<file path="config.mk">
export PLATFORM = sky130hd
export DESIGN_NAME = mem_port_arbiter
export DESIGN_NICKNAME = d
export VERILOG_FILES = /design/src/rtl/mem_port_arbiter.sv
export SDC_FILE = /design/constraint.sdc
export NUM_CORES = 1
export LEC_CHECK = 0
export ABC_AREA = 1
export BUFFER_PORTS_ARGS = -buffer_cell sky130_fd_sc_hd__buf_2
export CORE_AREA = 2 2 115 117
export CTS_CLUSTER_SIZE = 40
export DETAILED_ROUTE_END_ITERATION = 8
export DIE_AREA = 0 0 117 119
export GPL_TIMING_DRIVEN = 0
export HOLD_SLACK_MARGIN = 0.05
export PLACE_DENSITY = 0.64
export SYNTH_ARGS = -nofsm -noshare
export SYNTH_HDL_FRONTEND = slang
export SYNTH_SLANG_ARGS = --single-unit
</file>
<file path="constraint.sdc">
create_clock -name clk -period 2.42 [get_ports clk]
set_input_delay 0.484 -clock clk [delete_from_list [all_inputs] [get_ports clk]]
set_output_delay 0.484 -clock clk [all_outputs]
set_load 0.02 [all_outputs]
</file>
<file path="src/rtl/mem_port_arbiter.sv">
// Two-requester (CPU/DMA) round-robin arbiter in front of one single-ported synchronous memory.
// Latency: request seen in IDLE at cycle t -> mem_en at t+1 -> ready pulse and rdata at t+3; one access per 4 cycles.
// Backpressure: requesters hold req until their one-cycle ready pulse; a losing or late requester simply waits.
module mem_port_arbiter (
    input  logic        clk,
    input  logic        reset,
    input  logic        cpu_req,
    input  logic        cpu_we,
    input  logic [31:0] cpu_addr,
    input  logic [31:0] cpu_wdata,
    output logic [31:0] cpu_rdata,
    output logic        cpu_ready,
    input  logic        dma_req,
    input  logic        dma_we,
    input  logic [31:0] dma_addr,
    input  logic [31:0] dma_wdata,
    output logic [31:0] dma_rdata,
    output logic        dma_ready,
    output logic        cpu_gnt,
    output logic        dma_gnt,
    output logic        mem_en,
    output logic        mem_we,
    output logic [31:0] mem_addr,
    output logic [31:0] mem_wdata,
    input  logic [31:0] mem_rdata
);

    typedef struct packed {
        logic        we;
        logic [31:0] addr;
        logic [31:0] wdata;
    } mem_cmd_t;

    typedef enum logic [1:0] {IDLE, ISSUE, RESP, DONE} state_t;
    typedef enum logic {OWN_CPU = 1'b0, OWN_DMA = 1'b1} owner_t;

    state_t   state;
    owner_t   grant;
    owner_t   last_grant;
    owner_t   winner;
    mem_cmd_t cpu_cmd;
    mem_cmd_t dma_cmd;
    mem_cmd_t sel_cmd;
    logic     is_read;

    assign cpu_cmd = {cpu_we, cpu_addr, cpu_wdata};
    assign dma_cmd = {dma_we, dma_addr, dma_wdata};

    // On a tie the requester that did not win last time goes first.
    always_comb begin
        winner = OWN_CPU;
        if (cpu_req && dma_req)
            winner = (last_grant == OWN_CPU) ? OWN_DMA : OWN_CPU;
        else if (dma_req)
            winner = OWN_DMA;
    end

    // The command is taken live in ISSUE so late changes by the owner are honoured.
    assign sel_cmd   = (grant == OWN_DMA) ? dma_cmd : cpu_cmd;
    assign mem_en    = (state == ISSUE);
    assign mem_we    = mem_en & sel_cmd.we;
    assign mem_addr  = mem_en ? sel_cmd.addr  : 32'h0;
    assign mem_wdata = mem_en ? sel_cmd.wdata : 32'h0;

    always_ff @(posedge clk) begin
        if (reset) begin
            state      <= IDLE;
            grant      <= OWN_CPU;
            last_grant <= OWN_DMA;
            is_read    <= 1'b0;
            cpu_gnt    <= 1'b0;
            dma_gnt    <= 1'b0;
            cpu_ready  <= 1'b0;
            dma_ready  <= 1'b0;
            cpu_rdata  <= 32'h0;
            dma_rdata  <= 32'h0;
        end else begin
            cpu_ready <= 1'b0;
            dma_ready <= 1'b0;
            case (state)
                IDLE: begin
                    if (cpu_req || dma_req) begin
                        grant      <= winner;
                        last_grant <= winner;
                        cpu_gnt    <= (winner == OWN_CPU);
                        dma_gnt    <= (winner == OWN_DMA);
                        state      <= ISSUE;
                    end
                end
                ISSUE: begin
                    is_read <= ~sel_cmd.we;
                    state   <= RESP;
                end
                RESP: begin
                    // Memory read data is valid in this cycle only; writes leave rdata untouched.
                    if (is_read) begin
                        if (grant == OWN_CPU)
                            cpu_rdata <= mem_rdata;
                        else
                            dma_rdata <= mem_rdata;
                    end
                    cpu_ready <= (grant == OWN_CPU);
                    dma_ready <= (grant == OWN_DMA);
                    state     <= DONE;
                end
                DONE: begin
                    cpu_gnt <= 1'b0;
                    dma_gnt <= 1'b0;
                    state   <= IDLE;
                end
                default: state <= IDLE;
            endcase
        end
    end

endmodule

</file>
======== Word-level counts from Yosys, hierarchy flattened ========
Cells that the tools add are included.
storage, ports and cells
  output and inout port bits .............. 134
  RAM bits ................................ 0
  flip-flop bits (word level) ............. 73
  latch bits .............................. 0
  memories ................................ 0
  memory bits (read-only) ................. 0
cells by class
  add/sub/neg operators ................... 0
  reduce and logical (&&, ||, !) cells .... 9
  equal/unequal tests ..................... 4
  shift-type cells ........................ 0
  bitwise gates (word level) .............. 5
  multipliers ............................. 0
  muxes and demuxes ....................... 12
  magnitude comparators ................... 0
  div/mod/pow operators ................... 0
operators by type and width
  cell                                           number
  2-to-1 mux 65 bit                              1
  2-to-1 mux 32 bit                              2
  case mux 2 bit (4 select lines)                1
  AND reduction 3 bit                            2
  2-to-1 mux 1 bit                               5
  == test 2 bit, second input constant           2
  inverter 1 bit                                 4
  case mux 1 bit (2 select lines)                2
  AND reduction 2 bit                            2
  == test 2 x 1 -> 1 bit, second input constant  1
  logical NOT 2 bit                              1
  2-to-1 mux 2 bit                               1
  != test 2 bit, second input constant           1
  nonzero test 2 bit                             1
  OR reduction 2 bit                             1
  AND 1 bit                                      1
  logical AND 1 bit                              1
  logical OR 1 bit                               1

======== Logic depth before layout (Yosys ltp) ========
Gate-level depths: netlist (run 1).
  word-level depth ........................ 5
  gate-level depth with buffers ........... 8

======== Worst setup path after synthesis (run 1) ========
OpenSTA, ideal clock, no wires.
  kind .................................... register -> output
  start point ............................. reg state[1]
  end point ............................... out mem_wdata[10]
  data required time ...................... 1.936 ns
  data arrival time ....................... 1.376 ns
  setup slack ............................. 0.560 ns
  stages on the path, launching flop included .. 7
  path buffers ............................ 2
  cells stage by stage .................... dfxtp_1 -> inv_1 -> ha_1 -> buf_2 -> clkbuf_1 -> o21ai_0 -> nor2_1
between the ends
  word-level cells in the longest chain between the ends .. 2
RTL lines
  what                      line  source
  start: declaration        37    state_t state;
  start signal: assignment  67    state <= IDLE;
  start signal: assignment  87    state <= ISSUE;
  start signal: assignment  92    state <= RESP;
  == test 2 x 1 -> 1 bit    60    assign mem_en = (state == ISSUE);
  2-to-1 mux 32 bit         63    assign mem_wdata = mem_en ? sel_cmd.wdata : 32'h0;
  end: declaration          24    output logic [31:0] mem_wdata,
No other way between the ends.

======== Final worst setup path (run 1) ========
  start point ............................. reg state[1]
  end point ............................... out mem_addr[22]
between the ends
  word-level cells in the longest chain between the ends .. 2
RTL lines
  what                    line  source
  == test 2 x 1 -> 1 bit  60
  2-to-1 mux 32 bit       62    assign mem_addr = mem_en ? sel_cmd.addr : 32'h0;
  end: declaration        23    output logic [31:0] mem_addr,
No other way between the ends.

==> results by group, run 1 <==
Synth
  – Yosys top cell area share: 0.398
  – Synth Cell Area: 3670 µm²
  – Post-synthesis xor/xnor area fraction: 0
  – Synth area leaders: dfxtp_1 40%, nor2_1 20%, o21ai_0 12%
  – Adder-cell area share of the yosys netlist: 0.0204
  – Sequential fraction of the synthesis area: 0.398
  – Synth area leader: dfxtp_1
  – Yosys reg bits: 73
  – Post-synthesis compound-gate area fraction: 0.189
  – Syn Nets: 724
  – Cells after Synth: 552
  – Mux cell area share after synthesis: 0
  – Post-synth cell types: 22
  – Synth Warn #: 0
  – Synth Area in Simple Gates: 0.309
  – Syn Area/Cell: 6.65 µm²
  – Largest family of logic cells by synthesized area: simple AND/OR/NAND/NOR gates

Critical path
  – CP max stage cell: dfxtp_1
  – Worst Setup EP: mem_addr[22]
  – Largest stage delay, worst path: 0.34 ns
  – CP Launch Point: state[1]$_SDFFE_PP0P_
  – Critical Path RT: 1.94 ns
  – Reg2reg setup slack: 0.80 ns
  – CP arrival: 1.82 ns
  – Crit path cell chain: inv_1 -> ha_2 -> buf_6 -> clkbuf_4 -> o21ai_0 -> nor2_1 -> buf_4
  – Crit Path Class: register to output pin
  – RR Startpoint: state[0]$_SDFFE_PP0P_
  – CP Capture Type: output pin
  – CP max FO: 10
  – R2r worst-path depth: 8
  – Startpoint types: register
  – FF-to-FF End: dma_rdata[13]$_SDFFE_PP0P_

Power and ir drop
  – Leak Pwr: 3.14 nW
  – Net Sw Frac: 0.391
  – Peak supply drop: 0.413 mV
  – Pwr per Cell Area: 885 nW/µm²
  – Total chip power: 0.00512 W
  – Net Sw Power: 0.00200 W
  – Part of the power in registers: 0.266
  – Int Power: 0.00312 W
  – Clk network pwr share: 0.319
  – Comb pwr share: 0.415

Clock tree
  – CTS tree: done
  – Buffer count from post-CTS setup fixing: 0
  – H-tree depth: 3
  – Root buf cell: clkbuf_16
  – Clk sinks: 73
  – CTS buffer count: 9
  – Hold buffer count at CTS: 0
  – Clock Pin Slew Worst Setup and Hold Paths: 0.06 ns
  – CTS max path bufs: 2
  – Latest clock arrival within the worst-skew pair: 0.33 ns

Timing
  – Achievable Freq: 0.434 GHz
  – Final Skew: 0.00412 ns
  – Final count of hold timing violations: 0
  – Tmin final: 2.31 ns
  – Slew @ Worst Pin: 0.504 ns
  – Final setup vio count: 0
  – Fin crit share: 0.953
  – Fin Setup TNS: 0 ns
  – Slew headroom: 0.664
  – Slew Viols, Final: 0
  – RSZ-0062 raised after global routing: false
  – Hold slack final: 0.391 ns

Global route
  – Gr ovfl total: 0
  – Initial antenna violation count: 1
  – Pin count of the biggest net entering global routing: 14
  – First-pass GRT wire length: 22,300 µm
  – GR Util All Layers: 0.210
  – Vias in the first global route: 4,269

Finish
  – Proportion of layout cells with a drive suffix above 1: 0.415
  – Multi-input gate area: 1900 µm²
  – # nets final: 1,034
  – Seq. cell area: 1460 µm²
  – Number of fillers in the final layout: 1,406
  – Area delta synth->final: 57.4%
  – Final Instance Count excl. Fillers: 1,044

Floorplan
  – Initial Utilization: 0.285
  – Row Count: 42
  – Top Ports: 300
  – Die Ht: 119 µm
  – Core Region: 12,900 µm²
  – Die width: 117 µm
  – DIE AREA: 13,900 µm²

Route
  – Final wirelength: 15,600 µm
  – Vias: 4,734
  – # DRC: 0
  – DR WL/cell: 15.0 µm
  – Iter 0 DRT Violations: 237
  – 1st-pass router iterations: 4
  – Routed Antenna Nets: 0
  – Via density: 4.53

Placed design
  – Dpl cells: 1,027
  – GPL Wtd Cong: 0.811
  – IO Port Bufs: 299
  – Placed wire-length estimate: 12,300 µm

Flow run
  – Max Cap Violations: 0

Hold path
  – Hold Crit Class: input pin to register

Run status
  – Run status: completed
[power by group through the flow]
stage                     clock, W  combinational [W]  sequential (W)
after global placement           0            0.00210         0.00138
after global routing       0.00170            0.00231         0.00137
after floorplan                  0            0.00121         0.00147
after detailed placement         0            0.00210         0.00138
final                      0.00163            0.00212         0.00136
after CTS                  0.00165            0.00212         0.00136
[metrics by stage]
| stage | utilization | worst slack [ns] | area [µm²] |
|---|---|---|---|
| after global placement | 0.418 | 0.219 | 5390 |
| after CTS | 0.448 | -0.00915 | 5760 |
| after detailed placement | 0.418 | 0.191 | 5390 |
| final | 0.449 | 0.114 | 5780 |
| after floorplan | - | 0.560 | 3670 |
| after global routing | 0.449 | 0.00736 | 5780 |
[sequential cells by signal (all words and copies together) (netlist names)]
signal	count
cpu_rdata	32
dma_rdata	32
state	2
cpu_gnt	1
cpu_ready	1
dma_gnt	1
dma_ready	1
grant	1
is_read	1
last_grant	1
[cells in the final DEF, fill, tap and decap left out, types with 6 or more instances in the layout]
cell       netlist  final
nor2_1         196    196
nand3_1         34     34
clkbuf_16        0      9
nand2_1         42     42
clkbuf_2         2      6
buf_2           10    308
dfxtp_1         73     73
buf_6            7      8
clkbuf_1        13      8
o21ai_1         13     13
buf_4           10     11
a21oi_1         37     37
o21ai_0         87     87
inv_1            7      7
[cell usage after synthesis]
cell type	n
buf_2	10
buf_6	7
nand3_2	3
nand4_1	1
nor3_1	2
a21boi_0	1
nor2_1	196
dfxtp_1	73
clkbuf_2	2
clkbuf_1	13
buf_1	2
nand2_2	2
nand2_1	42
ha_1	6
o21ai_1	13
nor2_4	1
buf_4	10
a21oi_1	37
inv_2	3
inv_1	7
o21ai_0	87
nand3_1	34
[metal layers]
metal,part of all wire,global-route usage
met5,0,0
met4,0.018,0.0676
met3,0.072,0.0499
met2,0.50,0.379
met1,0.41,0.240
[worst max-delay path, delay by kind of cell, from the launching register on]
family	cells	cell delay, ns
buffers and inverters	4	0.64
flip-flops	1	0.34
adder cells (fa/ha/maj)	1	0.22
AND/OR/NAND/NOR	1	0.19
AO/OA/AOI/OAI	1	0.09
[worst min-delay path by stage]
stage	start	endpoint	slack [ns]	depth (start not counted)
floorplan	last_grant$_SDFFE_PP1P_	last_grant$_SDFFE_PP1P_	0.43	2
global placement	last_grant$_SDFFE_PP1P_	last_grant$_SDFFE_PP1P_	0.45	2
detailed placement	dma_rdata[15]$_SDFFE_PP0P_	dma_rdata[15]$_SDFFE_PP0P_	0.45	2
CTS	mem_rdata[6]	cpu_rdata[6]$_SDFFE_PP0P_	0.38	3
global route	mem_rdata[10]	cpu_rdata[10]$_SDFFE_PP0P_	0.39	3
finish	mem_rdata[1]	cpu_rdata[1]$_SDFFE_PP0P_	0.39	3
[cells by family after synthesis]
| logic type | count (synthesis) |
|---|---|
| DFF | 73 |
| adders and majority gates | 6 |
| and+or+nand+nor | 281 |
| AOI/OAI and AO/OA | 138 |
| buffers and inverters | 54 |
[final cells by class]
| type | instances | area share |
|---|---|---|
| multi-input cells | 425 | 0.330 |
| repair buffers | 299 | 0.259 |
| flip-flops and latches | 73 | 0.253 |
| plain buffers | 44 | 0.0496 |
| clock buffers | 9 | 0.0390 |
| well taps | 176 | 0.0381 |
| clock inverters | 7 | 0.0247 |
| inverters | 10 | 0.00649 |
| diodes | 1 | 0.000433 |
[what timing repair did]
item,4_1_cts,5_1_grt
endpoints found under the setup margin,39,41
pin swaps,0,1
resized for setup,6,7
No activity file was read; power rests on OpenSTA's default activity.
==> run 2, diff against run 1 <==
==> config.mk (replaced) <==
export PLATFORM = sky130hd
export DESIGN_NAME = mem_port_arbiter
export DESIGN_NICKNAME = d
export VERILOG_FILES = /design/src/rtl/mem_port_arbiter.sv
export SDC_FILE = /design/constraint.sdc
export NUM_CORES = 1
export LEC_CHECK = 0
export BUFFER_PORTS_ARGS = -buffer_cell sky130_fd_sc_hd__buf_2
export CORE_AREA = 2 2 118 120
export CTS_BUF_LIST = sky130_fd_sc_hd__clkbuf_4
export CTS_CLUSTER_SIZE = 40
export DETAILED_ROUTE_END_ITERATION = 8
export DIE_AREA = 0 0 120 122
export GPL_TIMING_DRIVEN = 0
export HOLD_SLACK_MARGIN = 0.05
export PLACE_DENSITY = 0.62
export SYNTH_ARGS = -nofsm -noshare
export SYNTH_HDL_FRONTEND = slang
export SYNTH_SLANG_ARGS = --single-unit
==> results by group, run 2 <==
Synth
  – Synth Cell Area: 3800 µm² (was 3670 µm²)
  – Ys async rst share: 0 (unchanged)
  – Most numerous cell in the Yosys netlist: nand2_1 (was nor2_1)
  – Post-synth EDFFs: 0 (unchanged)
  – Synth area leaders: dfxtp_1 38%, mux2i_1 18%, nand2_1 13% (was dfxtp_1 40%, nor2_1 20%, o21ai_0 12%)
  – Yosys reg bits: 73 (unchanged)
  – Post-synth cell types: 24 (was 22)
  – Syn Area/Cell: 8.12 µm² (was 6.65 µm²)
  – Cells after Synth: 468 (was 552)
  – Syn Nets: 640 (was 724)
  – Commonest cells post-synth: 131 x nand2_1, 73 x dfxtp_1, 67 x mux2i_1 (was 196 x nor2_1, 87 x o21ai_0, 73 x dfxtp_1)
  – Synth Warn #: 0 (unchanged)
  – Top_reg_cell synth: dfxtp_1 (unchanged)
  – Yosys top cell area share: 0.384 (was 0.398)
  – Sequential fraction of the synthesis area: 0.384 (was 0.398)
  – Synth area leader: dfxtp_1 (unchanged)

Power and ir drop
  – Net Sw Power: 0.00176 W (was 0.00200 W)
  – Net Sw Frac: 0.409 (was 0.391)
  – Clk network pwr share: 0.177 (was 0.319)
  – Peak supply drop: 0.299 mV (was 0.413 mV)
  – Leak Pwr: 2.76 nW (was 3.14 nW)
  – Int Power: 0.00254 W (was 0.00312 W)
  – Part of the power in registers: 0.304 (was 0.266)
  – Pwr per Cell Area: 749 nW/µm² (was 885 nW/µm²)
  – Comb pwr share: 0.518 (was 0.415)

Floorplan
  – DIE AREA: 14,600 µm² (was 13,900 µm²)
  – Top Ports: 300 (unchanged)
  – Die Ht: 122 µm (was 119 µm)
  – Core Region: 13,500 µm² (was 12,900 µm²)
  – Row Count: 43 (was 42)
  – Initial Utilization: 0.282 (was 0.285)
  – Die width: 120 µm (was 117 µm)

Clock tree
  – Root buf cell: clkbuf_4 (was clkbuf_16)
  – CTS buffer count: 9 (unchanged)
  – Latest clock arrival within the worst-skew pair: 0.42 ns (was 0.33 ns)
  – CTS max path bufs: 2 (unchanged)
  – Clk sinks: 73 (unchanged)
  – Hold buffer count at CTS: 0 (unchanged)
  – H-tree depth: 3 (unchanged)
  – CTS tree: done (unchanged)
  – Clock Pin Slew Worst Setup and Hold Paths: 0.12 ns (was 0.06 ns)
  – Buffer count from post-CTS setup fixing: 0 (unchanged)

Finish
  – Proportion of layout cells with a drive suffix above 1: 0.453 (was 0.415)
  – # nets final: 949 (was 1,034)
  – Area delta synth->final: 51.1% (was 57.4%)
  – Most frequent cells in the layout: 301 x buf_2, 131 x nand2_1, 73 x dfxtp_1 (was 308 x buf_2, 196 x nor2_1, 87 x o21ai_0)
  – Most common cell after layout, fill and taps aside: buf_2 (unchanged)
  – Top flop regs: cpu_rdata x32, dma_rdata x32, state x2 (unchanged)

Route
  – Via density: 4.39 (was 4.53)
  – Vias: 4,224 (was 4,734)
  – Iter 0 DRT Violations: 217 (was 237)
  – DR WL/cell: 15.2 µm (was 15.0 µm)
  – 1st-pass router iterations: 4 (unchanged)
  – Routed Antenna Nets: 0 (unchanged)
  – # DRC: 0 (unchanged)
  – Final wirelength: 14,600 µm (was 15,600 µm)

Critical path
  – Critical Path RT: 1.94 ns (about the same)
  – Startpoint types: register (unchanged)
  – CP Buf/Inv Count: 4 (unchanged)
  – Crit Path Class: register to output pin (unchanged)
  – Crit path max-delay family: buffers and inverters (unchanged)
  – Crit path cell chain: inv_2 -> ha_2 -> clkbuf_8 -> clkbuf_4 -> nor2b_1 -> buf_4 (was inv_1 -> ha_2 -> buf_6 -> clkbuf_4 -> o21ai_0 -> nor2_1 -> buf_4)
  – CP arrival: 1.80 ns (was 1.82 ns)
  – CP max stage cell: dfxtp_1 (unchanged)
  – CP Capture Type: output pin (unchanged)
  – Largest stage delay, worst path: 0.36 ns (was 0.34 ns)
  – CP max FO: 10 (unchanged)

Timing
  – Slew Viols, Final: 0 (unchanged)
  – Fin crit share: 0.942 (was 0.953)
  – Achievable Freq: 0.439 GHz (was 0.434 GHz)
  – Slew @ Worst Pin: 0.542 ns (was 0.504 ns)
  – Slew headroom: 0.639 (was 0.664)
  – Setup ws final: 0.141 ns (was 0.114 ns)
  – Final Skew: 0.0112 ns (was 0.00412 ns)
  – Final count of hold timing violations: 0 (unchanged)
  – Final setup vio count: 0 (unchanged)
  – Tmin final: 2.28 ns (was 2.31 ns)
  – Fin Setup TNS: 0 ns (unchanged)
  – RSZ-0062 raised after global routing: true (was false)

Placed design
  – Placed wire-length estimate: 12,300 µm (about the same)
  – IO Port Bufs: 298 (was 299)
  – Pre-CTS worst setup slack: 0.0144 ns (was 0.191 ns)
  – GPL Wtd Cong: 0.851 (was 0.811)

Flow run
  – Max Cap Violations: 0 (unchanged)

Run status
  – Run status: completed (unchanged)

Global route
  – Vias in the first global route: 3,905 (was 4,269)
  – Met3 Resource Use GR: 0.0515 (was 0.0499)
  – Met1 GRT Util: 0.233 (was 0.240)
  – GR Util All Layers: 0.193 (was 0.210)
  – Initial antenna violation count: 3 (was 1)
  – First-pass GRT wire length: 21,400 µm (was 22,300 µm)
  – Pin count of the biggest net entering global routing: 13 (was 14)
  – Gr ovfl total: 0 (unchanged)
  – Met2 Resource Use GR: 0.335 (was 0.379)
  – Top Usage Layer GRT: met2 (unchanged)

Hold path
  – Hold Crit Class: input pin to register (unchanged)
-- run 2: cell types whose count changed after synthesis, moves of 4 or more --
cell and delta:
buf_4 -5, inv_1 -4, o21ai_1 -13, nor2_1 -191, nand3_1 -33, nand2_1 +89
mux2i_1 +67, nor2b_1 +65, o21ai_0 -85, a21oi_1 +29
-- run 2: power by group through the flow --
stage | clock network [W] | logic, W | registers [W]
3_3_place_gp | 0 | 0.00214 | 0.00133
3_5_place_dp | 0 | 0.00215 | 0.00133
2_1_floorplan | 0 | 0.00134 | 0.00137
5_1_grt | 0.000846 | 0.00241 | 0.00132
6_report | 0.000764 | 0.00223 | 0.00131
4_1_cts | 0.000795 | 0.00222 | 0.00131
-- run 2: cell families (layout without fill, tap and decap cells) --
logic type                 count (synthesis)  count (layout)  share of synthesized area
and+or+nand+nor                          210             210                      0.260
DFF                                       73              73                      0.384
AOI/OAI and AO/OA                         72              72                     0.0984
muxes                                     67              67                      0.176
buffers and inverters                     40             354                     0.0615
adders and majority gates                  6               6                     0.0197
other                                      0               1                          0
-- run 2: final timing paths --
path	startpoint	to	slack, ns	cells past startpoint
max	state[1]$_SDFFE_PP0P_	mem_wdata[7]	0.14	6
min	mem_rdata[0]	dma_rdata[0]$_SDFFE_PP0P_	0.30	3
max reg2reg	state[0]$_SDFFE_PP0P_	cpu_rdata[10]$_SDFFE_PP0P_	0.77	6
min reg2reg	cpu_rdata[16]$_SDFFE_PP0P_	cpu_rdata[16]$_SDFFE_PP0P_	0.46	2
-- run 2: per-stage QoR --
step	cell area, µm²	utilization	instances	hold slack [ns]	total power [W]
after floorplan	3800	-	468	0.482	0.00271
after global placement	5520	0.409	946	0.440	0.00348
after detailed placement	5520	0.409	946	0.443	0.00348
after CTS	5710	0.423	962	0.254	0.00433
after global routing	5740	0.425	962	0.251	0.00458
final	5750	0.426	963	0.295	0.00430
-- run 2: worst min-delay path: cells and delay by family --
family                 cells  cell delay (ns)
AO/OA/AOI/OAI              1             0.05
AND/OR/NAND/NOR            1             0.05
buffers and inverters      1             0.10
-- run 2: routing by layer --
metal	up-vias	part of all wire
li1	2160	-
met1	1871	0.41
met2	175	0.50
met3	16	0.077
met4	2	0.015
met5	-	0.00089
-- run 2: layout make-up --
| class | instances | area, µm² |
|---|---|---|
| antenna | 1 | 2.50 |
| buffer | 37 | 250 |
| clock buffer | 11 | 82.6 |
| clock inverter | 5 | 55.1 |
| fill | 1481 | 7760 |
| inverter | 3 | 11.3 |
| multi-input combinational | 355 | 2150 |
| sequential | 73 | 1460 |
| tap | 180 | 225 |
| timing repair buffer | 298 | 1510 |
-- run 2: repair_timing --
item | 4_1_cts | 5_1_grt
endpoints found under the setup margin | 55 | 27
pin swaps | 0 | 0
resized for setup | 22 | 13
gates cloned | 0 | 0
